### config.mk
export PLATFORM = sky130hd
export DESIGN_NAME = ar_rx_sched
export DESIGN_NICKNAME = d
export VERILOG_FILES = /design/src/rtl/ar429_pkg.sv /design/src/rtl/ar_rr_pick.sv /design/src/rtl/ar_rx_sched.sv
export SDC_FILE = /design/constraint.sdc
export NUM_CORES = 1
export LEC_CHECK = 0
export BUFFER_PORTS_ARGS = -buffer_cell sky130_fd_sc_hd__buf_2
export CORE_ASPECT_RATIO = 0.5
export CORE_UTILIZATION = 50
export DETAILED_ROUTE_END_ITERATION = 6
export GPL_ROUTABILITY_DRIVEN = 0
export GPL_TIMING_DRIVEN = 0
export PLACE_DENSITY = 0.74
export SYNTH_ARGS = -nofsm -noshare
export SYNTH_HDL_FRONTEND = slang
export SYNTH_SLANG_ARGS = --single-unit
### constraint.sdc
create_clock -name clk -period 3.2 [get_ports clk]
set_input_delay 0.32 -clock clk [delete_from_list [all_inputs] [get_ports clk]]
set_output_delay 0.32 -clock clk [all_outputs]
set_load 0.1 [all_outputs]
### src/rtl/ar429_pkg.sv
// Shared widths, default channel count and scheduler FSM states for the ARINC 429 receive merge.
// Latency: none (definitions only).
// Backpressure: none (definitions only).
package ar429_pkg;

  localparam int ADR_W   = 8;   // label width
  localparam int DAT_W   = 23;  // data field width
  localparam int NCH_DEF = 4;   // default number of merged receive channels
  localparam int IDX_W   = 3;   // channel index width, covers up to 8 channels

  typedef enum logic {
    IDLE    = 1'b0,  // output register empty
    PRESENT = 1'b1   // output register holds a word, out_valid high
  } sched_state_e;

endpackage

### src/rtl/ar_rr_pick.sv
// Combinational round-robin picker: first requester after 'last', wrapping modulo NCH.
// Latency: zero cycles (purely combinational).
// Backpressure: none; the caller decides whether the grant is consumed.
module ar_rr_pick
  import ar429_pkg::*;
#(
  parameter int NCH = NCH_DEF
) (
  input  logic [NCH-1:0]   req,
  input  logic [IDX_W-1:0] last,
  output logic [IDX_W-1:0] grant,
  output logic             any
);

  localparam int SEL_W = (NCH > 1) ? $clog2(NCH) : 1;

  // Scan candidates farthest-first so the nearest requester after 'last' overwrites the rest.
  always_comb begin
    grant = '0;
    any   = 1'b0;
    for (int i = NCH; i >= 1; i--) begin
      if (req[SEL_W'((int'(last) + i) % NCH)]) begin
        grant = IDX_W'((int'(last) + i) % NCH);
        any   = 1'b1;
      end
    end
  end

endmodule

### src/rtl/ar_rx_sched.sv
// Merges NCH ARINC 429 receive channels (one-word slot each) into one stream; optional label filter under AR_LABEL_FILTER_EN.
// Latency: ch_wr in cycle n gives out_valid in cycle n+2 when idle; back-to-back words with no bubble.
// Backpressure: out_valid/out_ready; a word arriving at a full, undrained slot is dropped and sets sticky ovr.
module ar_rx_sched
  import ar429_pkg::*;
#(
  parameter int NCH = NCH_DEF
) (
  input  logic               clk,
  input  logic               rst_n,
  input  logic [NCH*DAT_W-1:0] ch_dat,
  input  logic [NCH*ADR_W-1:0] ch_adr,
  input  logic [NCH-1:0]     ch_wr,
  output logic               out_valid,
  input  logic               out_ready,
  output logic [DAT_W-1:0]   out_dat,
  output logic [ADR_W-1:0]   out_adr,
  output logic [IDX_W-1:0]   out_ch,
  output logic [NCH-1:0]     ovr,
  input  logic [NCH-1:0]     ovr_clr
`ifdef AR_LABEL_FILTER_EN
  ,
  input  logic               lbl_wr,
  input  logic [ADR_W-1:0]   lbl_sel,
  input  logic               lbl_acc
`endif
);

  sched_state_e     state_q, state_d;
  logic [DAT_W-1:0] out_dat_q, out_dat_d;
  logic [ADR_W-1:0] out_adr_q, out_adr_d;
  logic [IDX_W-1:0] out_ch_q, out_ch_d;
  logic [IDX_W-1:0] last_q, last_d;
  logic [NCH-1:0]   ovr_q, ovr_d;
  logic [NCH-1:0]   slot_full_q, slot_full_d;
  logic [DAT_W-1:0] slot_dat_q [NCH];
  logic [DAT_W-1:0] slot_dat_d [NCH];
  logic [ADR_W-1:0] slot_adr_q [NCH];
  logic [ADR_W-1:0] slot_adr_d [NCH];

  logic [NCH-1:0]   wr_ok;
  logic [NCH-1:0]   drain;
  logic             load;
  logic [IDX_W-1:0] pick_grant;
  logic             pick_any;

`ifdef AR_LABEL_FILTER_EN
  logic [255:0] mask_q, mask_d;

  // Label accept mask update and per-channel capture qualification against the current mask.
  always_comb begin
    mask_d = mask_q;
    if (lbl_wr) mask_d[lbl_sel] = lbl_acc;
    wr_ok = '0;
    for (int k = 0; k < NCH; k++) begin
      wr_ok[k] = ch_wr[k] & mask_q[ch_adr[ADR_W*k +: ADR_W]];
    end
  end

  // Mask comes out of reset accepting every label.
  always_ff @(posedge clk or negedge rst_n) begin
    if (!rst_n) mask_q <= '1;
    else        mask_q <= mask_d;
  end
`else
  assign wr_ok = ch_wr;
`endif

  ar_rr_pick #(.NCH(NCH)) u_pick (
    .req   (slot_full_q),
    .last  (last_q),
    .grant (pick_grant),
    .any   (pick_any)
  );

  // Next-state, output-register load, slot drain/capture and overrun tracking.
  always_comb begin
    state_d     = state_q;
    out_dat_d   = out_dat_q;
    out_adr_d   = out_adr_q;
    out_ch_d    = out_ch_q;
    last_d      = last_q;
    slot_full_d = slot_full_q;
    slot_dat_d  = slot_dat_q;
    slot_adr_d  = slot_adr_q;
    ovr_d       = ovr_q & ~ovr_clr;
    drain       = '0;
    // The output register frees up when empty or when the current word is accepted this cycle.
    load        = pick_any && ((state_q == IDLE) || out_ready);

    case (state_q)
      IDLE:    if (pick_any) state_d = PRESENT;
      PRESENT: if (out_ready) state_d = pick_any ? PRESENT : IDLE;
      default: state_d = IDLE;
    endcase

    if (load) last_d = pick_grant;

    for (int k = 0; k < NCH; k++) begin
      drain[k] = load && (pick_grant == IDX_W'(k));
      if (drain[k]) begin
        out_dat_d      = slot_dat_q[k];
        out_adr_d      = slot_adr_q[k];
        out_ch_d       = IDX_W'(k);
        slot_full_d[k] = 1'b0;
      end
      // A slot draining this cycle has room for a new word; otherwise a full slot keeps its word.
      if (wr_ok[k]) begin
        if (!slot_full_q[k] || drain[k]) begin
          slot_dat_d[k]  = ch_dat[DAT_W*k +: DAT_W];
          slot_adr_d[k]  = ch_adr[ADR_W*k +: ADR_W];
          slot_full_d[k] = 1'b1;
        end else begin
          ovr_d[k] = 1'b1;
        end
      end
    end
  end

  // State registers; reset empties every slot and the output register at once.
  always_ff @(posedge clk or negedge rst_n) begin
    if (!rst_n) begin
      state_q     <= IDLE;
      out_dat_q   <= '0;
      out_adr_q   <= '0;
      out_ch_q    <= '0;
      last_q      <= IDX_W'(NCH - 1);
      ovr_q       <= '0;
      slot_full_q <= '0;
      for (int k = 0; k < NCH; k++) begin
        slot_dat_q[k] <= '0;
        slot_adr_q[k] <= '0;
      end
    end else begin
      state_q     <= state_d;
      out_dat_q   <= out_dat_d;
      out_adr_q   <= out_adr_d;
      out_ch_q    <= out_ch_d;
      last_q      <= last_d;
      ovr_q       <= ovr_d;
      slot_full_q <= slot_full_d;
      slot_dat_q  <= slot_dat_d;
      slot_adr_q  <= slot_adr_d;
    end
  end

  assign out_valid = (state_q == PRESENT);
  assign out_dat   = out_dat_q;
  assign out_adr   = out_adr_q;
  assign out_ch    = out_ch_q;
  assign ovr       = ovr_q;

endmodule
==> flow_summary_export.csv, run 1 <==
group,metric,value,unit
outcome,status,"completed",
final_layout,diodes,0,
worst_setup_path,reg2reg_depth,6,
sta,fin_crit_sh,0.895,
clock_tree,clk_pin_slew_worst_paths,0.07,ns
final_layout,areaGrowthSynthToFinish,23.3,%
sta,max_freq,349,MHz
sta,timing.final.max_slew_violations,0,
floorplanning,pin_count,174,
grt,grt_max_degree,122,
worst_setup_path,r2r-end,"slot_adr_q[12]",
place,dp_cells,1016,
worst_hold_path,hold_depth,2,
worst_setup_path,cp_data_required_time,3.47,ns
final_layout,design_area,9320,um^2
drt,firstDrtPassIters,5,
sta,skew,0.00847,ns
power_and_ir_drop,switching_share,0.437,
clock_tree,cts_sinks,168,
logic_synthesis,postSynthAreaPerCell,11.7,um^2
drt,drt.antenna.violating_nets,0,
drt,drc,0,
logic_synthesis,yosysSeqAreaShare,0.556,
clock_tree,clockRootBuffer,"clkbuf_16",
power_and_ir_drop,p_per_area,1290,nW/um^2
floorplanning,dieArea,15600,um^2
logic_synthesis,synth_cells,648,
worst_setup_path,crit_arrival,3.13,ns
final_layout,regArea,4210,um^2
place,hpwlAfterDp,14100,um
drt,routed_wl,20900,um
sta,layout_setup_ws,0.336,ns
logic_synthesis,synthDominantAreaCellType,"dfrtp_1",
floorplanning,num_rows,31,
final_layout,fin_nets,973,
place,io_buffers,169,
final_layout,final-instance-count-excl-fill,1049,
worst_setup_path,rr_startpoint,"slot_full_q[3]",
logic_synthesis,syn_nets,783,
clock_tree,clk_path_buf_depth,2,
power_and_ir_drop,internal_power,6.75,mW
clock_tree,clk_latency,0.43,ns
logic_synthesis,synth.area.top_cells,"dfrtp_1 55%, nand2_1 9.7%, mux4_2 9.2%",
drt,drtIter0Drc,562,
place,dpl_worst_slack,0.527,ns
worst_setup_path,r2r_setup_slack,0.34,ns
run,cap_violations,0,
grt,grt_pass1_vias,6052,
place,place_area,8690,um^2
logic_synthesis,yosys.area.top_type_share,0.549,
grt,grt_pass1_wl,32300,um
worst_hold_path,min_to,"ovr[0]",
drt,avgViaCountPerCell,5.72,
worst_hold_path,min_from,"ovr_clr[0]",
clock_tree,cts_tree,"built",
grt,grt.total_usage,0.279,
clock_tree,cts_htree_levels,4,
power_and_ir_drop,switchingPower,5.25,mW
sta,relSlewSlack,0.353,
power_and_ir_drop,vdd_drop_max,0.000659,V
sta,worst_slew_pin_slew,0.970,ns
logic_synthesis,ys_ff_latch,168,
sta,hold_viol_final,0,
worst_setup_path,path_max_fanout,10,
power_and_ir_drop,pwr-share-clk,0.181,
power_and_ir_drop,combPwrFrac,0.504,
worst_setup_path,crit_type,"reg -> reg",
final_layout,drive_above_1_share,0.371,
worst_setup_path,crit_path_end_kind,"flop",
power_and_ir_drop,seq_power_share,0.315,
grt,antenna_found_initial,1,
floorplanning,core-area,14600,um^2
final_layout,multiInputGateArea,3080,um^2
sta,setup-violations-final,0,
drt,vias,5997,
sta,min_period,2.86,ns
drt,wl_per_cell,19.9,um
final_layout,fill_cells,1154,
logic_synthesis,yosysWarningCount,0,
worst_setup_path,startpoint_type,"flop",
sta,grt_setup_unrepaired,"false",
floorplanning,dieWidth,176,um
sta,tns,0,ns
worst_hold_path,hp-class,"in -> reg",
final_layout,final_common_cell,"nand2_1",
clock_tree,numCtsBuffers,17,
final_layout,layout_common_cells,"196 x nand2_1, 181 x buf_2, 166 x dfrtp_1",
floorplanning,die_y,88.9,um
logic_synthesis,ys_types,36,
final_layout,final_core_util,0.637,
floorplanning,start_util,0.517,
grt,grt_overflow,0,
power_and_ir_drop,power.leakage,4.49,nW
logic_synthesis,synth.cell_area,7560,um^2
## repair_timing
| action | in CTS | in global routing |
|---|---|---|
| gates resized for setup | 0 | 0 |
| hold buffers | 1 | 0 |
| setup buffers | 0 | 0 |
| hold endpoints to repair | 47 | 0 |
## cell families after synthesis
family	synth area share
buf+inv	0.0359
mux	0.198
compound gates	0.0977
flops	0.556
other cells	0.000496
simple gates	0.112
## state kept, by name, indices dropped and copies added (netlist names)
register	cells
last_q	2
out_ch	2
ovr	4
slot_dat_q	92
slot_adr_q	32
out_dat	23
out_adr	8
slot_full_q	4
out_valid	1
## cells in the mapped netlist (all sizes together)
library cell  count
or2               4
nor2              2
o21ai             2
nor2b             1
conb              1
o31a              1
inv               8
nor3b             1
nand2b            5
nand2           196
nor4              1
buf              19
o21a              4
nand3b            1
dfstp             2
a22o              3
mux4             31
o22ai            94
clkbuf           34
and3              1
mux2             62
mux2i             1
a21o              3
a31oi             1
a21oi             3
dfrtp           166
nor3              1
## worst max-delay path by stage
stage,from,to,slack [ns]
3_5_place_dp,slot_full_q[3],slot_dat_q[25],0.53
5_1_grt,slot_full_q[3],slot_adr_q[12],0.29
6_report,slot_full_q[3],slot_adr_q[12],0.34
4_1_cts,slot_full_q[3],slot_adr_q[12],0.45
3_3_place_gp,rst_n,slot_dat_q[89],-0.72
2_1_floorplan,last_q[1],out_adr[4],0.93
## through the flow
| step | power (mW) | hold slack (ns) |
|---|---|---|
| global placement | 9.58 | 0.475 |
| finish | 12.0 | 0.0753 |
| floorplan | 8.45 | 0.0244 |
| global route | 12.5 | 0.0760 |
| detailed placement | 9.79 | 0.241 |
| CTS | 12.0 | 0.0695 |
## layer usage
metal  GRT usage  part of all wire  vias to the layer above
met5           0           0.00038                        -
met4      0.0862             0.011                        2
met3      0.0578             0.083                       27
met2       0.447              0.48                      276
met1       0.390              0.43                     3021
li1            -                 -                     2671
## power by group through the flow
stage	logic [mW]	clock network, mW	registers (mW)
after floorplan	3.28	0	5.18
after global placement	5.84	0	3.74
after detailed placement	6.01	0	3.78
after CTS	6.05	2.18	3.75
after global routing	6.40	2.27	3.87
final	6.05	2.17	3.78
## worst max-delay path, stage by stage (launching register included)
cell      delay [ns]
dfrtp_1         0.46
nor4_1          0.13
a21oi_2         0.52
nand2_1         0.32
nor3_1          0.55
clkbuf_1        0.54
o22ai_1         0.18
## final cells by class
type,instances,share of cell area
repair buffers,171,0.0959
inverters,8,0.00322
clock buffers,18,0.0461
plain buffers,53,0.0259
multi-input cells,419,0.331
well taps,198,0.0266
flip-flops and latches,168,0.451
clock inverters,14,0.0201
Note: power is estimated with default switching activity, not from simulation.
==> run 2, diff against run 1 <==
--- a/config.mk
+++ b/config.mk
@@ -12,6 +12,7 @@
 export GPL_ROUTABILITY_DRIVEN = 0
 export GPL_TIMING_DRIVEN = 0
 export PLACE_DENSITY = 0.74
+export RECOVER_POWER = 50
 export SYNTH_ARGS = -nofsm -noshare
 export SYNTH_HDL_FRONTEND = slang
 export SYNTH_SLANG_ARGS = --single-unit
==> constraint.sdc (replaced) <==
create_clock -name clk -period 3.6 [get_ports clk]
set_input_delay 0.36 -clock clk [delete_from_list [all_inputs] [get_ports clk]]
set_output_delay 0.36 -clock clk [all_outputs]
set_load 0.1 [all_outputs]
==> run 2 against run 1 <==
Against the previous run: critical endpoint unchanged; sequential power is 11% lower; final area fell by 0.46%; the flow now finishes with violations (max-capacitance violations, max-slew violations); core utilization decreased by 0.29 points; fmax rose by 2.2%; clock skew shrank 0.00064 ns; largest cell class unchanged; largest power group unchanged; clock power decreased by 11%; combinational power fell by 12%; die area did not move; wire length down 0.59%; highest routed layer unchanged.
==> flow_summary_export.csv, run 2 (synthesis gave the netlist of run 1 again) <==
group,metric,value,unit
worst_setup_path,crit_path_end_kind,"flop",
final_layout,fin_nets,973,
grt,grt_pass1_wl,32300,um
worst_setup_path,rr_startpoint,"slot_full_q[3]",
power_and_ir_drop,internal_power,5.97,mW
outcome,status,"finished with violations",
worst_setup_path,r2r-end,"slot_adr_q[12]",
worst_setup_path,r2r_setup_slack,0.80,ns
grt,grt_max_degree,122,
run,cap_violations,1,
drt,wl_per_cell,19.8,um
outcome,violations,"max-capacitance violations, max-slew violations",
drt,routed_wl,20800,um
worst_hold_path,hold_depth,2,
power_and_ir_drop,seq_power_share,0.316,
power_and_ir_drop,p_total,10.6,mW
final_layout,diodes,0,
grt,grt_overflow,0,
clock_tree,clk_latency,0.42,ns
clock_tree,clk_path_buf_depth,2,
worst_setup_path,startpoint,"slot_full_q[3]",
clock_tree,cts_sinks,168,
drt,avgViaCountPerCell,5.74,
sta,skew,0.00782,ns
grt,grt_pass1_vias,6052,
sta,worst_slew_pin_slew,1.70,ns
sta,max_freq,357,MHz
sta,min_period,2.80,ns
final_layout,drive_above_1_share,0.350,
sta,tns,0,ns
power_and_ir_drop,switching_share,0.438,
worst_setup_path,crit_type,"reg -> reg",
sta,fin_crit_sh,0.778,
sta,timing.final.max_slew_violations,122,
power_and_ir_drop,pwr-share-clk,0.181,
final_layout,areaGrowthSynthToFinish,22.7,%
clock_tree,cts_tree,"built",
place,io_buffers,169,
worst_setup_path,cp_data_required_time,3.87,ns
floorplanning,start_util,0.517,
clock_tree,clockRootBuffer,"clkbuf_16",
place,dp_cells,1016,
floorplanning,core-area,14600,um^2
power_and_ir_drop,vdd_drop_max,0.000583,V
final_layout,largest_register,"slot_dat_q",
drt,vias,6025,
floorplanning,pin_count,174,
sta,hold_viol_final,0,
power_and_ir_drop,combPwrFrac,0.503,
sta,layout_setup_ws,0.798,ns
place,hpwlAfterDp,14100,um
final_layout,final_common_cell,"nand2_1",
grt,antenna_found_initial,1,
drt,drc,0,
clock_tree,numCtsBuffers,17,
sta,relSlewSlack,-0.131,
floorplanning,dieWidth,176,um
worst_hold_path,hp-class,"in -> reg",
final_layout,final-instance-count-excl-fill,1049,
grt,grt.total_usage,0.279,
clock_tree,cts_htree_levels,4,
floorplanning,num_rows,31,
worst_setup_path,crit_arrival,3.07,ns
sta,grt_setup_unrepaired,"false",
clock_tree,clk_pin_slew_worst_paths,0.07,ns
final_layout,largest_reg_flops,92,
drt,drtIter0Drc,481,
final_layout,layout_common_cells,"196 x nand2_1, 166 x dfrtp_1, 163 x buf_2",
place,dpl_worst_slack,0.927,ns
worst_setup_path,reg2reg_depth,6,
final_layout,final_core_util,0.634,
sta,setup-violations-final,0,
worst_setup_path,crit_end,"slot_adr_q[12]",
worst_setup_path,startpoint_type,"flop",
drt,drt.antenna.violating_nets,0,
floorplanning,die_y,88.9,um
drt,firstDrtPassIters,7,
power_and_ir_drop,switchingPower,4.65,mW
worst_setup_path,path_max_fanout,10,
floorplanning,dieArea,15600,um^2
power_and_ir_drop,power.leakage,4.43,nW
power_and_ir_drop,p_per_area,1150,nW/um^2
==> run 2: worst max-delay path, cell delays in order (launching register included) <==
cell and delay, ns:
dfrtp_1 0.45, nor4_1 0.13, a21oi_2 0.51, nand2_1 0.32, nor3_1 0.51, clkbuf_1 0.53
o22ai_1 0.18
==> run 2: repair_timing <==
| item | 4_1_cts | 5_1_grt |
|---|---|---|
| setup buffers | 0 | 0 |
| hold buffers | 1 | 0 |
| endpoints found under the hold margin | 47 | 0 |
| setup endpoints to repair | 0 | 0 |
| gates resized for setup | 0 | 0 |
==> run 2: per-stage QoR <==
stage | cell area [um^2] | hold WS, ns
6_report | 9280 | 0.114
5_1_grt | 9280 | 0.116
4_1_cts | 9320 | 0.110
3_5_place_dp | 8690 | 0.281
3_3_place_gp | 8650 | 0.475
2_1_floorplan | 7560 | 0.0644
==> run 2: final cells by class <==
class | count | area, um^2
fill | 1164 | 5350
buffer | 53 | 241
timing repair buffer | 171 | 851
clock buffer | 18 | 429
clock inverter | 14 | 188
tap | 198 | 248
multi-input combinational | 419 | 3080
inverter | 8 | 30.0
sequential | 168 | 4210
==> run 2: worst min-delay path by stage <==
stage | slack [ns] | from | to
5_1_grt | 0.12 | ovr_clr[0] | ovr[0]
4_1_cts | 0.11 | ovr_clr[0] | ovr[0]
2_1_floorplan | 0.06 | rst_n | out_adr[0]
3_5_place_dp | 0.28 | rst_n | slot_dat_q[51]
6_report | 0.11 | ovr_clr[0] | ovr[0]
3_3_place_gp | 0.47 | out_ch[1] | out_ch[1]
==> run 2: layer usage <==
metal | global-route usage | vias to the layer above | routed length (um)
li1 | - | 2670 | -
met1 | 0.390 | 3053 | 9220
met2 | 0.447 | 271 | 9840
met3 | 0.0578 | 29 | 1460
met4 | 0.0862 | 2 | 227
met5 | 0 | - | 8
==> run 2: power groups by stage <==
stage / sequential, mW / combinational, mW / clock (mW)
after global routing: 3.44 / 5.66 / 2.02
after global placement: 3.33 / 5.19 / 0
after detailed placement: 3.36 / 5.34 / 0
final: 3.36 / 5.34 / 1.93
after floorplan: 4.60 / 2.91 / 0
after CTS: 3.34 / 5.38 / 1.94
